## config.mk

```make
export PLATFORM = sky130hd
export DESIGN_NAME = ps2_kb_rx_fifo
export DESIGN_NICKNAME = d
export VERILOG_FILES = /design/src/rtl/ps2_kb_rx_fifo.sv
export SDC_FILE = /design/constraint.sdc
export NUM_CORES = 1
export LEC_CHECK = 0
export BUFFER_PORTS_ARGS = -buffer_cell sky130_fd_sc_hd__buf_2
export CAP_MARGIN = 10
export CORE_UTILIZATION = 60
export CTS_CLUSTER_SIZE = 24
export DETAILED_ROUTE_END_ITERATION = 8
export GPL_ROUTABILITY_DRIVEN = 0
export PLACE_DENSITY = 0.78
export SLEW_MARGIN = 30
export SYNTH_ARGS = -nofsm -noshare
export SYNTH_HDL_FRONTEND = slang
export SYNTH_SLANG_ARGS = --single-unit
```

## constraint.sdc

```tcl
create_clock -name clk -period 4.25 [get_ports clk]
set_clock_uncertainty 0.05 [all_clocks]
set_input_delay 0.85 -clock clk [delete_from_list [all_inputs] [get_ports clk]]
set_output_delay 0.85 -clock clk [all_outputs]
set_load 0.02 [all_outputs]
```

## src/rtl/ps2_kb_rx_fifo.sv

```systemverilog
// PS/2 keyboard receiver: synchronize and filter the PS/2 lines, deframe 11-bit odd-parity frames,
// buffer good scan codes in a first-word-fall-through FIFO. Optional PS2_BREAK_FILTER_EN drops breaks.
module ps2_kb_rx_fifo #(
    parameter int unsigned FILTER_LEN     = 8,
    parameter int unsigned TIMEOUT_CYCLES = 50000,
    parameter int unsigned FIFO_AW        = 2
) (
    input  logic       clk,
    input  logic       reset,
    input  logic       ps2c,
    input  logic       ps2d,
    input  logic       rd_en,
    output logic [7:0] key_code,
    output logic       kb_not_empty,
    output logic       kb_full,
    output logic       parity_err,
    output logic       overrun
);

    localparam int unsigned Depth = 2 ** FIFO_AW;
    localparam int unsigned TmoW  = (TIMEOUT_CYCLES > 1) ? $clog2(TIMEOUT_CYCLES) : 1;
    localparam logic [TmoW-1:0]    TmoLast = TmoW'(TIMEOUT_CYCLES - 1);
    localparam logic [FIFO_AW:0]   DepthC  = (FIFO_AW + 1)'(Depth);

    typedef enum logic [1:0] {StIdle, StData, StParity, StStop} state_e;

    // ---------------- input conditioning ----------------
    logic [1:0]            c_sync_q, d_sync_q;
    logic [FILTER_LEN-1:0] taps_q, taps_d;
    logic                  filt_q, filt_d;
    logic                  fall_q;
    logic                  ps2c_s, ps2d_s;

    assign ps2c_s = c_sync_q[1];
    assign ps2d_s = d_sync_q[1];
    assign taps_d = {taps_q[FILTER_LEN-2:0], ps2c_s};

    always_comb begin
        filt_d = filt_q;
        if (&taps_d) begin
            filt_d = 1'b1;
        end else if (~|taps_d) begin
            filt_d = 1'b0;
        end
    end

    // Idle PS/2 lines are high, so the conditioning chain resets to 1 to avoid a spurious fall.
    always_ff @(posedge clk or posedge reset) begin
        if (reset) begin
            c_sync_q <= '1;
            d_sync_q <= '1;
            taps_q   <= '1;
            filt_q   <= 1'b1;
            fall_q   <= 1'b0;
        end else begin
            c_sync_q <= {c_sync_q[0], ps2c};
            d_sync_q <= {d_sync_q[0], ps2d};
            taps_q   <= taps_d;
            filt_q   <= filt_d;
            fall_q   <= filt_q & ~filt_d;
        end
    end

    // ---------------- frame FSM ----------------
    state_e          state_q, state_d;
    logic [2:0]      bit_cnt_q, bit_cnt_d;
    logic [7:0]      shift_q, shift_d;
    logic            par_q, par_d;
    logic [TmoW-1:0] tmo_q, tmo_d;
    logic            frame_ok, frame_bad;

    always_comb begin
        state_d   = state_q;
        bit_cnt_d = bit_cnt_q;
        shift_d   = shift_q;
        par_d     = par_q;
        tmo_d     = tmo_q;
        frame_ok  = 1'b0;
        frame_bad = 1'b0;

        if (state_q == StIdle || fall_q) begin
            tmo_d = '0;
        end else begin
            tmo_d = tmo_q + TmoW'(1);
        end

        if (state_q != StIdle && !fall_q && tmo_q == TmoLast) begin
            // Keyboard stalled mid-frame: drop the partial byte silently.
            state_d = StIdle;
            tmo_d   = '0;
        end else if (fall_q) begin
            case (state_q)
                StIdle: begin
                    if (!ps2d_s) begin
                        state_d   = StData;
                        bit_cnt_d = '0;
                    end
                end
                StData: begin
                    shift_d   = {ps2d_s, shift_q[7:1]};
                    bit_cnt_d = bit_cnt_q + 3'd1;
                    if (bit_cnt_q == 3'd7) begin
                        state_d = StParity;
                    end
                end
                StParity: begin
                    par_d   = ps2d_s;
                    state_d = StStop;
                end
                StStop: begin
                    if ((^shift_q ^ par_q) && ps2d_s) begin
                        frame_ok = 1'b1;
                    end else begin
                        frame_bad = 1'b1;
                    end
                    state_d = StIdle;
                end
                default: state_d = StIdle;
            endcase
        end
    end

    always_ff @(posedge clk or posedge reset) begin
        if (reset) begin
            state_q   <= StIdle;
            bit_cnt_q <= '0;
            shift_q   <= '0;
            par_q     <= 1'b0;
            tmo_q     <= '0;
        end else begin
            state_q   <= state_d;
            bit_cnt_q <= bit_cnt_d;
            shift_q   <= shift_d;
            par_q     <= par_d;
            tmo_q     <= tmo_d;
        end
    end

    // ---------------- optional break-code filter ----------------
    logic push_req;

`ifdef PS2_BREAK_FILTER_EN
    logic brk_q, brk_d;

    // 0xF0 arms brk; the byte after it is the released key and is swallowed too.
    always_comb begin
        brk_d    = brk_q;
        push_req = 1'b0;
        if (frame_ok) begin
            if (shift_q == 8'hF0) begin
                brk_d = 1'b1;
            end else if (brk_q) begin
                brk_d = 1'b0;
            end else begin
                push_req = 1'b1;
            end
        end
    end

    always_ff @(posedge clk or posedge reset) begin
        if (reset) begin
            brk_q <= 1'b0;
        end else begin
            brk_q <= brk_d;
        end
    end
`else
    assign push_req = frame_ok;
`endif

    // ---------------- scan-code FIFO ----------------
    logic [7:0]         mem_q [Depth];
    logic [FIFO_AW-1:0] wr_ptr_q, rd_ptr_q;
    logic [FIFO_AW:0]   count_q, count_d;
    logic               full_now, empty_now;
    logic               push, pop;
    logic               not_empty_q, full_q, perr_q, ovr_q;

    assign full_now  = (count_q == DepthC);
    assign empty_now = (count_q == '0);
    assign pop       = rd_en && !empty_now;
    assign push      = push_req && (!full_now || pop);

    always_comb begin
        count_d = count_q;
        case ({push, pop})
            2'b10:   count_d = count_q + (FIFO_AW + 1)'(1);
            2'b01:   count_d = count_q - (FIFO_AW + 1)'(1);
            default: count_d = count_q;
        endcase
    end

    always_ff @(posedge clk or posedge reset) begin
        if (reset) begin
            for (int unsigned i = 0; i < Depth; i++) begin
                mem_q[i] <= '0;
            end
            wr_ptr_q    <= '0;
            rd_ptr_q    <= '0;
            count_q     <= '0;
            not_empty_q <= 1'b0;
            full_q      <= 1'b0;
            perr_q      <= 1'b0;
            ovr_q       <= 1'b0;
        end else begin
            if (push) begin
                mem_q[wr_ptr_q] <= shift_q;
                wr_ptr_q        <= wr_ptr_q + FIFO_AW'(1);
            end
            if (pop) begin
                rd_ptr_q <= rd_ptr_q + FIFO_AW'(1);
            end
            count_q     <= count_d;
            not_empty_q <= (count_d != '0);
            full_q      <= (count_d == DepthC);
            perr_q      <= frame_bad;
            ovr_q       <= push_req && full_now && !pop;
        end
    end

    assign key_code     = mem_q[rd_ptr_q];
    assign kb_not_empty = not_empty_q;
    assign kb_full      = full_q;
    assign parity_err   = perr_q;
    assign overrun      = ovr_q;

endmodule
```

==> flow_metrics.env <==
export IMPL_antenna_found_initial=0
export IMPL_grt_pass1_wl_um=11100
export IMPL_synth_net_count=318
export IMPL_p_per_area_mw_per_mm2=399
export IMPL_hold_class="register to register"
export IMPL_cts_buffers=9
export IMPL_cap_viol_max_count=0
export IMPL_cts_buffer_depth=2
export IMPL_max_slew_margin=0.579
export IMPL_dp_cells=388
export IMPL_die_h_um=83.4
export IMPL_setup_tns_final_ns=0
export IMPL_syn_avg_cell_area_um2=13.2
export IMPL_crit_fanout=7
export IMPL_grt_max_degree=60
export IMPL_clk_pin_slew_ns=0.09
export IMPL_crit_path_max_incr_delay_ns=0.61
export IMPL_async_flop_share=1.00
export IMPL_root_buffer="clkbuf_8"
export IMPL_design_area_mm2=0.00437
export IMPL_required_ns=4.43
export IMPL_netlist_area_mm2=0.00397
export IMPL_outcome="finished clean"
export IMPL_avgViaCountPerCell=5.76
export IMPL_dieWidth_um=83.4
export IMPL_path_buf_inv=1
export IMPL_cp_slowest_cell="xnor3_2"
export IMPL_synth_edf_count=0
export IMPL_ctsHoldBuffers=0
export IMPL_final_cell_mix="dfrtp_1, mux2_2, nor2_1"
export IMPL_fin_crit_sh=0.712
export IMPL_drive_above_1_share=0.309
export IMPL_hold_viol_final=0
export IMPL_io_buffers=16
export IMPL_ys_ff_latch=86
export IMPL_start_util=0.622
export IMPL_vias=2328
export IMPL_ir_worst_vdd_v=0.000259
export IMPL_wl_met1_um=2940
export IMPL_route_met3_wl_um=120
export IMPL_post_cts_resized=0
export IMPL_fmax_ghz=0.331
export IMPL_layout_nets=340
export IMPL_yosysSeqAreaShare=0.545
export IMPL_worst_setup_path_end_kind="register"
export IMPL_clock_latency_ns=0.35
export IMPL_final_common_cell="dfrtp_1"
export IMPL_drc_errors=0
export IMPL_drtPass1Iterations=4
export IMPL_n_antenna_cell=0
export IMPL_routed_top_layer="met4"
export IMPL_setup_viol=0
export IMPL_core_mm2=0.00639
export IMPL_cp_top_family="XOR/XNOR gates"
export IMPL_dr_first_iter_drc_count=68
export IMPL_num_rows=29
export IMPL_ios=17
export IMPL_dominantRegCellSynth="dfrtp_1"
export IMPL_post_cts_setup_buffers=0
export IMPL_fin_crit_ns=3.02
export IMPL_wirelength_um=6440
export IMPL_dp_hpwl_um=4290
export IMPL_crit_path_start_kind="register"
export IMPL_yosysWarnings=0
export IMPL_fillers=461
export IMPL_rsz0062_at_grt="false"
export IMPL_cts_tree="built"
export IMPL_area_delta_synth_final_pct=9.86
export IMPL_synthCells=300
export IMPL_h_tree_depth=3
export IMPL_slew_violations=0
export IMPL_layout_cells_non_filler=404
export IMPL_crit_chain="xor2_1 > xnor3_2 > mux2i_1 > ha_1 > inv_1 > fa_1 > xor2_1 > nor2_1 > xnor2_1 > nor3_1"
export IMPL_wl_met2_um=3260
export IMPL_grt_pass1_vias=2380
export IMPL_placed_area_mm2=0.00414
export IMPL_worst_ep_arrival_time_ns=3.20
export IMPL_overflow=0
export IMPL_p_leak_nw=2.05
export IMPL_clock_sink_count=86
export IMPL_synth_cell_types=40
export IMPL_drtAntennaViolNets=0
export IMPL_wire_per_inst_um=15.9
export IMPL_cpMostUsedCell="xor2_1"
export IMPL_tightest_slew_ns=0.632
export IMPL_dieArea_mm2=0.00695
export IMPL_critical_path_class="register to register"
export IMPL_track_usage=0.208
==> final timing paths <==
path,from,slack [ns],endpoint,cells after the start
worst max-delay path,shift_q[4],1.23,kb_full,10
worst min-delay path,c_sync_q[0],0.31,c_sync_q[1],0
worst max register to register,shift_q[4],1.23,kb_full,10
worst min register to register,c_sync_q[0],0.31,c_sync_q[1],0
max in group asynchronous,reset,2.93,shift_q[2],3
min in group asynchronous,reset,0.48,tmo_q[13],2
==> metal layers <==
layer  track usage  up-vias
li1              -     1125
met1         0.259     1168
met2         0.346       23
met3        0.0398       12
met4         0.111        0
met5             0        -
==> state kept, by name, summed over array words and instances, names as in the netlist, 2 cells and up <==
| signal | count |
|---|---|
| c_sync_q | 2 |
| rd_ptr_q | 2 |
| shift_q | 8 |
| tmo_q | 16 |
| count_q | 3 |
| bit_cnt_q | 3 |
| d_sync_q | 2 |
| wr_ptr_q | 2 |
| taps_q | 7 |
| state_q | 2 |
| mem_q | 32 |
==> synthesized netlist by cell type, drive strengths merged (3+ instances only) <==
cell,number,area share
dfstp,12,0.079
buf,3,0.0031
nor3,17,0.021
dfrtp,74,0.47
mux2,40,0.11
xnor2,14,0.031
mux2i,7,0.030
nand2,12,0.011
nand3,6,0.0076
clkbuf,4,0.0038
ha,12,0.038
o21ai,7,0.0088
nor2,18,0.017
mux4,8,0.045
xor2,7,0.015
inv,16,0.015
or3,3,0.0047
nand4,10,0.016
a21oi,4,0.0050
and3,3,0.0047
==> layout make-up <==
type                    instances  area [um2]  share of cell area
inverters                      16        65.1              0.0149
clock buffers                  11         163              0.0373
clock inverters                 5        60.1              0.0138
multi-input cells             191        1720               0.394
well taps                      77        96.3              0.0221
repair buffers                 18        95.1              0.0218
flip-flops and latches         86        2170               0.496
==> stage by stage <==
| stage | utilization | hold WS (ns) | total power, W | worst slack, ns |
|---|---|---|---|---|
| 6_report | 0.684 | 0.309 | 0.00174 | 1.23 |
| 3_5_place_dp | 0.649 | 0.297 | 0.00114 | 1.04 |
| 5_1_grt | 0.684 | 0.319 | 0.00182 | 0.989 |
| 3_3_place_gp | 0.648 | 0.296 | 0.00112 | 1.14 |
| 4_1_cts | 0.684 | 0.310 | 0.00176 | 1.21 |
| 2_1_floorplan | - | 0.295 | 0.00108 | 1.15 |
==> cells by family after synthesis <==
group | synth area share
mux | 0.189
simple gates | 0.104
xor+xnor | 0.0639
fa+ha+maj | 0.0428
compound gates | 0.0334
flops | 0.545
buf+inv | 0.0220
==> report_power, final <==
| group | total [W] | leakage, nW | switching, W | internal, W |
|---|---|---|---|---|
| registers | 0.000933 | 1.14 | 0.0000732 | 0.000860 |
| logic | 0.000187 | 0.792 | 0.0000987 | 0.0000883 |
| clock network | 0.000622 | 0.116 | 0.000293 | 0.000328 |
| total | 0.00174 | 2.05 | 0.000465 | 0.00128 |
(Power assumes the default switching activity.)
